**config.mk**
```make
export PLATFORM = sky130hd
export DESIGN_NAME = cntl_mc_hs
export DESIGN_NICKNAME = d
export VERILOG_FILES = /design/src/rtl/cntl_mc_hs.sv
export SDC_FILE = /design/constraint.sdc
export NUM_CORES = 1
export LEC_CHECK = 0
export CORE_UTILIZATION = 50
export CTS_BUF_LIST = sky130_fd_sc_hd__clkbuf_8
export CTS_CLUSTER_SIZE = 40
export DETAILED_ROUTE_END_ITERATION = 7
export PLACE_DENSITY_LB_ADDON = 0.15
export RECOVER_POWER = 25
export REMOVE_ABC_BUFFERS = 1
export SYNTH_ARGS = -nofsm -noshare
export SYNTH_HDL_FRONTEND = slang
export SYNTH_SLANG_ARGS = --single-unit
```
**constraint.sdc**
```tcl
create_clock -name clk -period 5.85 [get_ports clk]
set_input_delay 0.8775 -clock clk [delete_from_list [all_inputs] [get_ports clk]]
set_output_delay 0.8775 -clock clk [all_outputs]
set_load 0.03 [all_outputs]
```
**src/rtl/cntl_mc_hs.sv**
```systemverilog
// Multi-cycle RV32I control unit: sequences fetch, decode, execute, memory and writeback,
// with memory-wait timeouts, an optional M-extension handshake and a retired-instruction counter.
module cntl_mc_hs #(
  parameter int ALU_CTRL_WIDTH    = 5,
  parameter int INSTRUCTION_WIDTH = 32,
  parameter int TIMEOUT_CYCLES    = 15,
  parameter int ENABLE_M          = 1,
  parameter int CNT_WIDTH         = 32
) (
  input  logic                         clk,
  input  logic                         rst,
  input  logic [INSTRUCTION_WIDTH-1:0] instruction,
  input  logic                         bcond,
  input  logic                         mem_ready,
  input  logic                         mext_done,
  input  logic                         trap_ack,
  output logic                         mem_req,
  output logic                         i_d_mem,
  output logic                         mem_r,
  output logic                         mem_w,
  output logic                         op1_sel,
  output logic [1:0]                   op2_sel,
  output logic [1:0]                   alu_demux,
  output logic                         wr_reg_mux,
  output logic                         wr_en,
  output logic                         load_ir,
  output logic                         pc_update,
  output logic                         load_mdr,
  output logic [ALU_CTRL_WIDTH-1:0]    alu_ctrl,
  output logic [1:0]                   mem_size,
  output logic                         mext_start,
  output logic                         trap,
  output logic [1:0]                   trap_cause,
  output logic [CNT_WIDTH-1:0]         instret
);

  typedef enum logic [2:0] {
    S_FETCH     = 3'd0,
    S_DECODE    = 3'd1,
    S_EXEC      = 3'd2,
    S_MEM       = 3'd3,
    S_MEXT_WAIT = 3'd4,
    S_WB        = 3'd5,
    S_ALU2PC    = 3'd6,
    S_TRAP      = 3'd7
  } state_t;

  localparam logic [4:0] OPC_LOAD   = 5'b00000;
  localparam logic [4:0] OPC_STORE  = 5'b01000;
  localparam logic [4:0] OPC_BRANCH = 5'b11000;
  localparam logic [4:0] OPC_JALR   = 5'b11001;
  localparam logic [4:0] OPC_JAL    = 5'b11011;
  localparam logic [4:0] OPC_IMM    = 5'b00100;
  localparam logic [4:0] OPC_OP     = 5'b01100;
  localparam logic [4:0] OPC_LUI    = 5'b01101;
  localparam logic [4:0] OPC_AUIPC  = 5'b00101;

  localparam logic [1:0] CAUSE_ILLEGAL = 2'd0;
  localparam logic [1:0] CAUSE_FETCH   = 2'd1;
  localparam logic [1:0] CAUSE_DATA    = 2'd2;
  localparam logic [7:0] TIMEOUT_LIM   = 8'(TIMEOUT_CYCLES);

  state_t                      state_reg, state_next;
  logic [7:0]                  wait_cnt_reg, wait_cnt_next;
  logic [CNT_WIDTH-1:0]        instret_reg, instret_next;
  logic [1:0]                  trap_cause_reg, trap_cause_next;
  logic [ALU_CTRL_WIDTH-1:0]   alu_ctrl_reg;
  logic [1:0]                  mem_size_reg;
  logic                        retire, timeout;

  logic [4:0] opcode;
  logic [2:0] funct3;
  logic [6:0] funct7;
  logic       is_load, is_store, is_branch, is_jump, is_muldiv, is_known, is_legal;
  logic [4:0] alu_code;
  logic [1:0] size_code;
  logic       unused_instr_bits;

  assign opcode            = instruction[6:2];
  assign funct3            = instruction[14:12];
  assign funct7            = instruction[31:25];
  assign unused_instr_bits = ^instruction;

  // Instruction class decode; IR is stable from DECODE until the next fetch.
  always_comb begin
    is_load   = (opcode == OPC_LOAD);
    is_store  = (opcode == OPC_STORE);
    is_branch = (opcode == OPC_BRANCH);
    is_jump   = (opcode == OPC_JAL) || (opcode == OPC_JALR);
    is_muldiv = (opcode == OPC_OP) && (funct7 == 7'b0000001);
    is_known  = is_load || is_store || is_branch || is_jump ||
                (opcode == OPC_IMM) || (opcode == OPC_OP) ||
                (opcode == OPC_LUI) || (opcode == OPC_AUIPC);
    is_legal  = (instruction[1:0] == 2'b11) && is_known &&
                !(is_muldiv && (ENABLE_M == 0));
  end

  always_comb begin
    alu_code  = 5'b00000;
    size_code = 2'b00;
    case (opcode)
      OPC_OP:     alu_code = {1'b0, instruction[30], funct3};
      OPC_IMM:    alu_code = ((funct3 == 3'b010) || (funct3 == 3'b011)) ?
                             {2'b01, funct3} : {2'b00, funct3};
      OPC_LOAD,
      OPC_STORE:  size_code = instruction[13:12];
      OPC_BRANCH: alu_code = {2'b10, funct3};
      OPC_LUI:    alu_code = 5'b11000;
      OPC_JALR:   alu_code = opcode;
      default:    alu_code = 5'b00000;
    endcase
  end

  // State register plus the counters that advance alongside it.
  always_ff @(posedge clk or negedge rst) begin
    if (!rst) begin
      state_reg      <= S_FETCH;
      wait_cnt_reg   <= '0;
      instret_reg    <= '0;
      trap_cause_reg <= CAUSE_ILLEGAL;
      alu_ctrl_reg   <= '0;
      mem_size_reg   <= 2'b00;
    end else begin
      state_reg      <= state_next;
      wait_cnt_reg   <= wait_cnt_next;
      instret_reg    <= instret_next;
      trap_cause_reg <= trap_cause_next;
      if (state_reg == S_DECODE) begin
        alu_ctrl_reg <= ALU_CTRL_WIDTH'(alu_code);
        mem_size_reg <= size_code;
      end
    end
  end

  always_comb begin
    state_next      = state_reg;
    trap_cause_next = trap_cause_reg;
    retire          = 1'b0;
    // mem_ready is tested first, so a completion on the limit cycle beats the timeout.
    timeout         = (wait_cnt_reg + 8'd1) >= TIMEOUT_LIM;
    case (state_reg)
      S_FETCH: begin
        if (mem_ready) begin
          state_next = S_DECODE;
        end else if (timeout) begin
          state_next      = S_TRAP;
          trap_cause_next = CAUSE_FETCH;
        end
      end
      S_DECODE: begin
        if (is_legal) begin
          state_next = S_EXEC;
        end else begin
          state_next      = S_TRAP;
          trap_cause_next = CAUSE_ILLEGAL;
        end
      end
      S_EXEC: begin
        if (is_branch) begin
          state_next = bcond ? S_ALU2PC : S_FETCH;
          retire     = !bcond;
        end else if (is_jump) begin
          state_next = S_ALU2PC;
        end else if (is_load || is_store) begin
          state_next = S_MEM;
        end else if (is_muldiv) begin
          state_next = S_MEXT_WAIT;
        end else begin
          state_next = S_WB;
        end
      end
      S_MEM: begin
        if (mem_ready) begin
          state_next = is_load ? S_WB : S_FETCH;
          retire     = !is_load;
        end else if (timeout) begin
          state_next      = S_TRAP;
          trap_cause_next = CAUSE_DATA;
        end
      end
      S_MEXT_WAIT: if (mext_done) state_next = S_WB;
      S_WB: begin
        state_next = S_FETCH;
        retire     = 1'b1;
      end
      S_ALU2PC: begin
        state_next = S_FETCH;
        retire     = 1'b1;
      end
      S_TRAP: if (trap_ack) state_next = S_FETCH;
      default: state_next = S_FETCH;
    endcase

    if ((state_next == state_reg) && ((state_reg == S_FETCH) || (state_reg == S_MEM)))
      wait_cnt_next = wait_cnt_reg + 8'd1;
    else
      wait_cnt_next = '0;

    instret_next = retire ? (instret_reg + CNT_WIDTH'(1)) : instret_reg;
  end

  always_comb begin
    mem_req    = 1'b0;
    i_d_mem    = 1'b0;
    mem_r      = 1'b0;
    mem_w      = 1'b0;
    op1_sel    = 1'b0;
    op2_sel    = 2'd0;
    alu_demux  = 2'd0;
    wr_reg_mux = 1'b0;
    wr_en      = 1'b0;
    load_ir    = 1'b0;
    pc_update  = 1'b0;
    load_mdr   = 1'b0;
    mext_start = 1'b0;
    trap       = 1'b0;
    case (state_reg)
      S_FETCH: begin
        mem_req   = 1'b1;
        mem_r     = 1'b1;
        // Strobes stay low while reset holds the FSM in FETCH.
        load_ir   = mem_ready & rst;
        pc_update = mem_ready & rst;
      end
      S_EXEC: begin
        // op1: 1 = PC; op2: 1 = immediate; demux: 1 = PC target, 2 = memory address.
        op1_sel    = (opcode == OPC_AUIPC) || (opcode == OPC_JAL);
        op2_sel    = ((opcode == OPC_OP) || is_branch) ? 2'd0 : 2'd1;
        alu_demux  = (is_jump || is_branch) ? 2'd1 : ((is_load || is_store) ? 2'd2 : 2'd0);
        wr_en      = is_jump;
        mext_start = is_muldiv && (ENABLE_M != 0);
      end
      S_MEM: begin
        mem_req  = 1'b1;
        i_d_mem  = 1'b1;
        mem_r    = is_load;
        mem_w    = is_store;
        load_mdr = is_load & mem_ready;
      end
      S_WB: begin
        wr_en      = 1'b1;
        wr_reg_mux = is_load;
      end
      S_ALU2PC: pc_update = 1'b1;
      S_TRAP:   trap      = 1'b1;
      default: ;
    endcase
  end

  assign alu_ctrl   = alu_ctrl_reg;
  assign mem_size   = mem_size_reg;
  assign trap_cause = trap_cause_reg;
  assign instret    = instret_reg;

endmodule

```
After elaboration in Yosys (flattened, before gate mapping)
Cells that the tools add are included.
{"block": "word_totals", "regBits": 52, "input_bits": 38, "out_inout_bits": 57, "word_cells": 104}
{"block": "classes", "addsub": 2, "magnitude_cmp": 1, "eq_ne": 25, "n_mux": 43, "n_bitwise": 2, "n_reduce_logical": 25}
{"op": "$mux W3", "count": 11}
{"op": "$add A32 B1 Y32 const B", "count": 1}
{"op": "$pmux W5 S5", "count": 1}
{"op": "$pmux W3 S7", "count": 1}
{"op": "$mux W2", "count": 9}
{"op": "$eq A5 B4 Y1 const B", "count": 3}
{"op": "$eq A5 B5 Y1 const B", "count": 3}
{"op": "$mux W1", "count": 14}
{"op": "$logic_or A1 B1 Y1", "count": 13}
{"op": "$eq A3 B2 Y1 const B", "count": 4}
{"op": "$eq A3 B3 Y1 const B", "count": 4}
{"op": "$eq A5 B3 Y1 const B", "count": 2}
{"op": "$ne A2 B2 Y1 const B", "count": 5}
{"op": "$add A8 B1 Y8 const B", "count": 1}
{"op": "$ge A8 B4 Y1 const B", "count": 1}
{"op": "$mux W8", "count": 1}
{"op": "$eq A7 B1 Y1 const B", "count": 1}
{"op": "$pmux W1 S2", "count": 3}
{"op": "$pmux W2 S3", "count": 1}
{"op": "$reduce_and A6 Y1", "count": 1}
{"op": "$reduce_or A2 Y1", "count": 3}
{"op": "$logic_not A5 Y1", "count": 1}
{"op": "$mux W4", "count": 1}
{"op": "$eq A3 B1 Y1 const B", "count": 1}
{"op": "8 further kinds", "count": 12}

Longest topological paths before layout
{"block": "logic_depth", "ltp_word": 14, "depth_mapped": 8, "depth_no_buf": 7}

Worst setup path before layout
No wires, ideal clock.
{"block": "synth_path", "path_type": "input to output", "from": "input port instruction[3]", "to": "output port mem_w", "t_arrival_ns": 2.572, "required_time_ns": 4.973, "path_slack_ns": 2.401, "cell_stages": 4, "cell_sequence": "buf_6 -> or4_1 -> buf_2 -> nor4_1"}
{"block": "synth_between", "elab_chain_len": 2}
{"item": "start: declaration", "line": "12", "text": "input logic [INSTRUCTION_WIDTH-1:0] instruction,"}
{"item": "$eq A5 B4 Y1", "line": "87", "text": "is_store = (opcode == OPC_STORE);"}
{"item": "$mux W1", "line": "217", "text": "case (state_reg)"}
{"item": "end: declaration", "line": "20", "text": "output logic mem_w,"}
No other way between the ends.

Worst setup path in the final report
{"block": "layout_path", "from": "input port instruction[2]", "to": "output port mem_r"}
{"block": "layout_between", "elab_chain_len": 2}
{"item": "$logic_not A5 Y1", "line": "86", "text": "is_load = (opcode == OPC_LOAD);"}
{"item": "$pmux W1 S2", "line": "217"}
{"item": "end: declaration", "line": "19", "text": "output logic mem_r,"}
No other way between the ends.

==> metrics.yaml <==
status:
  status: "finished clean"
global_route:
  grt_usage_pct: 23.4
  use_met3_pct: 4.07
  grt_pass1_vias: 2452
  use_met2_pct: 37.4
  antenna_found_initial: 0
  grt_pass1_wl_mm: 11.5
  met1_usage_pct: 32.3
  grt_max_degree: 54
  globalRouteOverflowTotal: 0
  top_usage_layer: "met2"
timing:
  skew_ns: 0.00908
  min_period_ns: 4.26
  finalMaxSlewViolations: 0
  fmax_mhz: 235
  rsz0062_at_grt: "false"
  fin_setup_tns_ns: 0
  setup_viol: 0
  post-route-period-util_pct: 72.7
  worst_slew_pin_slew_ns: 0.751
  hold_viol: 0
  relSlewSlack_pct: 49.9
  whs_ns: 0.475
worst_setup_path:
  crit_top_cell: "clkdlybuf4s50_1"
  cp.required_ns: 4.97
  crit_family: "buffers and inverters"
  max_stage_delay_ns: 0.75
  cp_num_buf_inv: 2
  crit_cells: 6
  cp_slowest_cell: "or4_1"
  worst_ep_arrival_time_ns: 3.38
  path_cells: "clkdlybuf4s50_1 > or4_1 > nor2_1 > nand3_1 > a21oi_1 > clkdlybuf4s50_1"
  r2r_cells: 6
  crit_type: "in2out"
  path_max_fanout: 12
  start_kind: "primary input"
  crit_path_end_kind: "output port"
flow_run:
  drv_cap: 0
final_layout:
  area_growth_pct: 31.1
  drive_gt1_share_pct: 5.47
  finalInstanceArea_um2: 3830
  fin_nets: 424
  largest_reg_flops: 32
  antenna_cells: 0
  fill_cells: 456
logic_synthesis:
  netlist_instances: 305
  synth_top_area_cell: "dfrtp_1"
  synth_top_area_share_pct: 44.6
  netlist_area_um2: 2920
  yosysWarnings: 0
  seq_area_frac_synth_pct: 44.6
  async_flop_share_pct: 100
  synthFlopType: "dfrtp_1"
  yosysMostFrequentCell: "dfrtp_1"
  synth_area_leaders: "dfrtp_1 45%, xnor2_1 6.0%, xor2_1 4.2%"
  synth.distinct_cells: 55
  synth_top_cells_by_count: "52 x dfrtp_1, 30 x nand2_1, 27 x nor2_1"
  ys_seq_elements: 52
  synth_edf_count: 0
  avgSynthCellArea_um2: 9.57
min_path:
  hold_path.class: "reg2reg"
  whs_path_depth: 1
detailed_routing:
  wl_per_cell_um: 14.6
  ant_nets: 0
  drc: 0
  vias_per_cell: 5.59
  first_iter_violations: 106
  drtPass1Iterations: 4
  vias: 2549
  routed_wl_mm: 6.64
floorplan:
  rows: 27
  ios: 95
  die_y_um: 78.4
  initial_core_util_pct: 52.4
  core_um2: 5570
  die_x_um: 78.4
  die_area_um2: 6150
placement:
  dp.final_hpwl_mm: 4.89
  post_dp_cell_area_um2: 3740
  gp_congestion: 0.846
  io_buffers: 78
clock_tree:
  cts_buffers: 5
  clkSinkCount: 52
  cts.path.max_buffers: 2
  cts_tree: "built"
  h-tree-depth: 2
  cts-root-buf: "clkbuf_8"
  postCtsSetupRepairBufs: 0
  clk_pin_slew_worst_paths_ns: 0.10
  hold_buffers: 0
  clk_latency_ns: 0.31
  postCtsResizedCells: 0
power_and_ir_drop:
  vdd.ir_drop.worst_uv: 211
  p_per_area_nw_per_um2: 329
  power.leakage_nw: 1.55
  totalPowerFinal_mw: 1.26
[per-layer routing]
metal | vias up | part of all wire, %
met5 | - | 0
met4 | 0 | 1.8
met3 | 12 | 3.9
met2 | 63 | 48
met1 | 1220 | 47
li1 | 1254 | -
[layout make-up]
type,count,area [um2],share of cell area [%]
clock buffers,5,68.8,1.80
clock inverters,3,21.3,0.556
inverters,7,26.3,0.686
multi-input cells,237,1530,40.0
flip-flops and latches,52,1300,34.0
well taps,72,90.1,2.35
repair buffers,80,791,20.7
[through the flow]
| stage | cells | setup WS [ns] | utilization, % |
|---|---|---|---|
| after floorplan | 296 | 2.48 | - |
| after global placement | 448 | 1.60 | 67.1 |
| after detailed placement | 448 | 1.60 | 67.1 |
| after CTS | 456 | 1.60 | 68.7 |
| after global routing | 456 | 1.42 | 68.7 |
| final | 456 | 1.59 | 68.7 |
[placed cells by master, fill, tap and decap left out, types with 7 or more instances in the layout]
cell type and instances:
nand2_1 30, and3_1 9, xnor2_1 20, nand3_1 19, inv_1 7, clkdlybuf4s50_1 77
nand4_1 13, nor2_1 27, nor3_1 11, a21oi_1 8, xor2_1 14, dfrtp_1 52
o21ai_0 10
[final timing paths]
| check | start | to | slack (ns) |
|---|---|---|---|
| worst max-delay path | instruction[2] | mem_r | 1.59 |
| worst min-delay path | instret[31] | instret[31] | 0.48 |
| worst max register to register | instret[0] | instret[30] | 3.46 |
| worst min register to register | instret[31] | instret[31] | 0.48 |
| max in group asynchronous | rst | instret[12] | 4.73 |
| min in group asynchronous | rst | wait_cnt_reg[3] | 0.68 |
[report_power, final]
| part | internal [mW] | switching [mW] |
|---|---|---|
| sequential | 0.413 | 0.0807 |
| clock | 0.0853 | 0.126 |
| combinational | 0.223 | 0.333 |
| total | 0.721 | 0.539 |
[kinds of logic after synthesis]
| kind of cell | Yosys count | synth area share (%) |
|---|---|---|
| AO/OA/AOI/OAI | 51 | 14.0 |
| XOR/XNOR | 34 | 10.2 |
| adder cells (fa/ha/maj) | 3 | 1.29 |
| buffers and inverters | 20 | 3.56 |
| flip-flops | 52 | 44.6 |
| other | 1 | 0.128 |
| AND/OR/NAND/NOR | 144 | 26.3 |
No activity file was read; power rests on OpenSTA's default activity.
